[src/rtl/joypad_reader.sv]
// joypad_reader: scans two NES-style serial pads (latch/clock/data) into registered switch bytes.
// Ports:
//   clk, reset        system clock, asynchronous active-high reset
//   start             single-cycle scan request, honoured only when idle
//   data_p1, data_p2  active-low serial data from pad 1 / pad 2
//   pad_latch         parallel-load strobe shared by both pads
//   pad_clk           shift clock shared by both pads
//   switches_p1/p2    active-high button bytes, bit i = i-th bit shifted out
//   valid             one-cycle pulse when a scan completes
//   busy              high while a scan is in progress
// Optional: define JOYPAD_DEBOUNCE_EN to publish a pad byte only when two
// consecutive scans agree.
module joypad_reader #(
    parameter int HALF_PERIOD = 6,
    parameter int NBITS       = 8
) (
    input  logic             clk,
    input  logic             reset,
    input  logic             start,
    input  logic             data_p1,
    input  logic             data_p2,
    output logic             pad_latch,
    output logic             pad_clk,
    output logic [NBITS-1:0] switches_p1,
    output logic [NBITS-1:0] switches_p2,
    output logic             valid,
    output logic             busy
);
    localparam int TW = $clog2(2 * HALF_PERIOD);
    localparam int IW = NBITS > 1 ? $clog2(NBITS) : 1;
    typedef enum logic [2:0] {IDLE, LATCH, LOW, HIGH, DONE} state_t;
    state_t          state, next_state;
    logic [TW-1:0]   timer, limit;
    logic [IW-1:0]   index;
    logic            phase_end, last_bit;
    logic [1:0]      sync_p1, sync_p2;
    logic [NBITS-1:0] shift_p1, shift_p2;
`ifdef JOYPAD_DEBOUNCE_EN
    logic [NBITS-1:0] prev_p1, prev_p2;
`endif
    assign limit     = state == LATCH ? TW'(2 * HALF_PERIOD - 1) : TW'(HALF_PERIOD - 1);
    assign phase_end = timer == limit;
    assign last_bit  = index == IW'(NBITS - 1);
    always_comb begin
        next_state = state;
        case (state)
            IDLE:    if (start) next_state = LATCH;
            LATCH:   if (phase_end) next_state = LOW;
            LOW:     if (phase_end) next_state = HIGH;
            HIGH:    if (phase_end) next_state = last_bit ? DONE : LOW;
            DONE:    next_state = IDLE;
            default: next_state = IDLE;
        endcase
    end
    always_ff @(posedge clk or posedge reset) begin
        if (reset) begin
            state   <= IDLE;
            timer   <= '0;
            index   <= '0;
            sync_p1 <= '0;
            sync_p2 <= '0;
        end else begin
            state   <= next_state;
            // the timer restarts on every phase change so each phase gets its full length
            timer   <= (next_state != state || state == IDLE) ? '0 : timer + TW'(1);
            sync_p1 <= {sync_p1[0], data_p1};
            sync_p2 <= {sync_p2[0], data_p2};
            if (state == LATCH)
                index <= '0;
            else if (state == HIGH && phase_end && !last_bit)
                index <= index + IW'(1);
        end
    end
    always_ff @(posedge clk or posedge reset) begin
        if (reset) begin
            shift_p1 <= '0;
            shift_p2 <= '0;
        end else if (state == LOW && phase_end) begin
            // sample both pads together at the end of the low half, inverting to active-high
            shift_p1[index] <= ~sync_p1[1];
            shift_p2[index] <= ~sync_p2[1];
        end
    end
    // outputs are registered from next_state so pad strobes are glitch-free and
    // switches change on the same edge that raises valid
    always_ff @(posedge clk or posedge reset) begin
        if (reset) begin
            pad_latch   <= 1'b0;
            pad_clk     <= 1'b0;
            valid       <= 1'b0;
            busy        <= 1'b0;
            switches_p1 <= '0;
            switches_p2 <= '0;
`ifdef JOYPAD_DEBOUNCE_EN
            prev_p1     <= '0;
            prev_p2     <= '0;
`endif
        end else begin
            pad_latch <= next_state == LATCH;
            pad_clk   <= next_state == HIGH;
            valid     <= next_state == DONE;
            busy      <= next_state != IDLE;
            if (next_state == DONE) begin
`ifdef JOYPAD_DEBOUNCE_EN
                prev_p1 <= shift_p1;
                prev_p2 <= shift_p2;
                if (shift_p1 == prev_p1) switches_p1 <= shift_p1;
                if (shift_p2 == prev_p2) switches_p2 <= shift_p2;
`else
                switches_p1 <= shift_p1;
                switches_p2 <= shift_p2;
`endif
            end
        end
    end
endmodule

[config.mk]
export PLATFORM = sky130hd
export DESIGN_NAME = joypad_reader
export DESIGN_NICKNAME = d
export VERILOG_FILES = /design/src/rtl/joypad_reader.sv
export SDC_FILE = /design/constraint.sdc
export NUM_CORES = 1
export LEC_CHECK = 0
export CAP_MARGIN = 15
export CORE_ASPECT_RATIO = 0.8
export CORE_MARGIN = 2
export CORE_UTILIZATION = 41
export DETAILED_ROUTE_END_ITERATION = 12
export GPL_TIMING_DRIVEN = 0
export PLACE_DENSITY = 0.68
export SYNTH_ARGS = -nofsm -noshare
export SYNTH_HDL_FRONTEND = slang
export SYNTH_SLANG_ARGS = --single-unit
[constraint.sdc]
create_clock -name clk -period 2.6 [get_ports clk]
set_input_delay 0.39 -clock clk [delete_from_list [all_inputs] [get_ports clk]]
set_output_delay 0.39 -clock clk [all_outputs]
set_load 0.05 [all_outputs]
==> impl_metrics.env <==
export IMPL_status="finished clean"
export IMPL_synth_simple_area_share_pct=14.7
export IMPL_ctsResizeCount=0
export IMPL_p_switching_w=0.000265
export IMPL_wl_per_cell_um=13.7
export IMPL_synthDistinctLibCells=38
export IMPL_netlist_area_um2=2050
export IMPL_path_delay_family="flip-flops"
export IMPL_die_area_um2=5580
export IMPL_ys_seq_area_share_pct=61.1
export IMPL_clkLatencyLatePin_ns=0.30
export IMPL_rsz0062_at_grt="false"
export IMPL_worstPathCellList="ha_1 -> ha_1 -> nand2_1 -> nor2_4 -> buf_4 -> mux2_2"
export IMPL_routed_wl_um=3530
export IMPL_slew_headroom_pct=66.7
export IMPL_yosysWarnings=0
export IMPL_skew_ns=0.0112
export IMPL_initial_core_util_pct=43.5
export IMPL_grt_ovfl_total=0
export IMPL_antenna_cells=0
export IMPL_vias=1345
export IMPL_fin_crit_ns=1.97
export IMPL_comb_power_share_pct=2.2
export IMPL_yosysMostFrequentCell="dfrtp_1"
export IMPL_ir_drop_mv=0.233
export IMPL_clock_sinks=50
export IMPL_place_congestion=0.866
export IMPL_syn_nets=173
export IMPL_synth_fa_ha_area_share_pct=1.83
export IMPL_ioPinCount=25
export IMPL_drive_gt1_share_pct=16.7
export IMPL_synth_xor_area_share_pct=0.856
export IMPL_cts_tree="built"
export IMPL_hold_violations=0
export IMPL_ys_ff_latch=50
export IMPL_synth_top_area_share_pct=61.1
export IMPL_synth_async_reset_ratio_pct=100
export IMPL_synth_edf_count=0
export IMPL_cts_max_level=2
export IMPL_synthMuxAreaShare_pct=11.3
export IMPL_rows=22
export IMPL_nFillCells=403
export IMPL_cts_path_max_buffers=2
export IMPL_grt_start_max_net_pins=36
export IMPL_tightest_slew_ns=0.498
export IMPL_cp_common_cell="ha_1"
export IMPL_setup_ws_ns=0.625
export IMPL_synth_top_family_by_area="simple AND/OR/NAND/NOR gates"
export IMPL_fin_area_um2=2490
export IMPL_pre_cts_slack_ns=0.603
export IMPL_via_per_inst=5.21
export IMPL_area_delta_synth_final_pct=21.8
export IMPL_synth_compound_area_share_pct=7.58
export IMPL_firstDrtPassIters=4
export IMPL_setup_viol=0
export IMPL_grt_pass1_wl_um=6170
export IMPL_cts_hold_buf=0
export IMPL_slowest_stage="dfrtp_1"
export IMPL_leakage_nw=1.15
export IMPL_dieWidth_um=83
export IMPL_path_buf_inv=1
export IMPL_max_stage_delay_ns=0.50
export IMPL_switching_share_pct=19.7
export IMPL_core_area_um2=4710
export IMPL_synth_commonest_cells="dfrtp_1 (50), mux2_2 (17), nand2_1 (17), o21ai_0 (14), nor2_1 (11)"
export IMPL_crit_required_ns=2.79
export IMPL_final_nets=205
export IMPL_fmax_mhz=506
export IMPL_grt_pass1_vias=1375
export IMPL_critPathMaxFanout=10
export IMPL_pwr_share_clk_pct=39.1
export IMPL_max_cap_violations=0
export IMPL_hold_class="flop to flop"
export IMPL_timing_final_max_slew_violations=0
export IMPL_startpoint_type="flop"
export IMPL_yosysTopAreaCell="dfrtp_1"
export IMPL_portBuffers=24
export IMPL_cts_root_buf="clkbuf_8"
export IMPL_intPower_w=0.00108
export IMPL_power_density_nw_per_um2=541
export IMPL_avgSynthCellArea_um2=12.4
export IMPL_ant_nets=0
export IMPL_antenna_found_initial=0
export IMPL_power_frac_seq_pct=58.7
export IMPL_post_route_period_util_pct=75.9
export IMPL_post_cts_buffers=0
export IMPL_numCtsBuffers=5
export IMPL_crit_path_end_kind="flop"
export IMPL_grt_usage_pct=14.0
export IMPL_syn_inst=165
export IMPL_drc_errors=0
export IMPL_drt_iter0_drc=73
export IMPL_hpwl_um=2600
export IMPL_path_class="flop to flop"
export IMPL_fin_setup_tns_ns=0
export IMPL_yosys_top_cells_area="dfrtp_1 (61%), mux2_2 (9.4%), o21ai_0 (3.4%), nand2_1 (3.1%), nor2_1 (2.0%)"
export IMPL_post_dp_cell_area_um2=2380
export IMPL_critPathArrivalTime_ns=2.16
export IMPL_synth_flop_cell="dfrtp_1"
export IMPL_die_y_um=67.2
export IMPL_clk_pin_slew_ns=0.09
==> worst reg2reg max path: cells and delay by family, from the launching register on <==
kind | cells | cell delay, ns
adder cells (fa/ha/maj) | 2 | 0.41
buffers and inverters | 1 | 0.25
flip-flops | 1 | 0.50
multiplexers | 1 | 0.37
AND/OR/NAND/NOR | 2 | 0.35
==> layer usage <==
metal  track usage (%)  wire, um
met4              6.35        59
met5                 0         0
met3              2.93       128
met1              17.1      1630
met2              24.4      1710
==> cell usage in the layout (no fill, tap or decap), types with 4 or more instances in the layout <==
cell type	synthesis	routed
dfrtp_1	50	50
clkdlybuf4s50_1	0	24
nand2_1	17	17
mux2_2	17	17
o21ai_0	14	14
nor2_1	11	11
inv_1	7	6
nand4_1	5	5
clkbuf_8	0	5
mux2i_1	4	4
==> logic make-up (layout without fill, tap and decap cells) <==
kind of cell    count (synthesis)  after routing
buf+inv                        11             44
flops                          50             50
simple gates                   53             53
mux                            21             21
xor+xnor                        2              2
fa+ha+maj                       3              3
compound gates                 25             25
==> sequential cells by signal, summed over array words and instances, names as in the netlist <==
| name | flops |
|---|---|
| shift_p1 | 8 |
| shift_p2 | 8 |
| switches_p1 | 8 |
| switches_p2 | 8 |
| timer | 4 |
| index | 3 |
| state | 3 |
| sync_p1 | 2 |
| sync_p2 | 2 |
| busy | 1 |
| pad_clk | 1 |
| pad_latch | 1 |
| valid | 1 |
==> layout make-up <==
class                   count  area [um2]  share of cell area (%)
inverters                   7        26.3                    1.05
multi-input cells         104         743                    29.8
well taps                  60        75.1                    3.01
plain buffers               4        26.3                    1.05
repair buffers             25         260                    10.4
flip-flops and latches     50        1250                    50.2
clock buffers               6        72.6                    2.91
clock inverters             2        37.5                    1.51
==> path summary, 6_finish.rpt <==
path                                 start        endpoint  slack [ns]  cells past startpoint
worst min register to register  sync_p1[0]      sync_p1[1]        0.35                      0
min in group asynchronous            reset      sync_p2[0]        0.37                      2
worst min-delay path            sync_p1[0]      sync_p1[1]        0.35                      0
max in group asynchronous            reset     shift_p1[1]        1.73                      3
worst max-delay path              index[1]  switches_p1[4]        0.63                      6
worst max register to register    index[1]  switches_p1[4]        0.63                      6
==> power by group through the flow <==
stage / clock [W] / sequential, W / combinational (W)
after CTS: 0.000544 / 0.000791 / 0.0000306
after detailed placement: 0 / 0.000807 / 0.0000305
after global placement: 0 / 0.000807 / 0.0000253
after global routing: 0.000576 / 0.000793 / 0.0000341
after floorplan: 0 / 0.000804 / 0.0000157
final: 0.000527 / 0.000791 / 0.0000290
==> metrics by stage <==
stage                     total power (W)  util (%)  hold WS (ns)  instances
after floorplan                  0.000820         -         0.331        165
after global placement           0.000832      50.2         0.332        249
after detailed placement         0.000837      50.6         0.335        250
after CTS                         0.00137      53.0         0.353        258
after global routing              0.00140      53.0         0.379        258
final                             0.00135      53.0         0.351        258
Power figures use the tool's default switching activity.
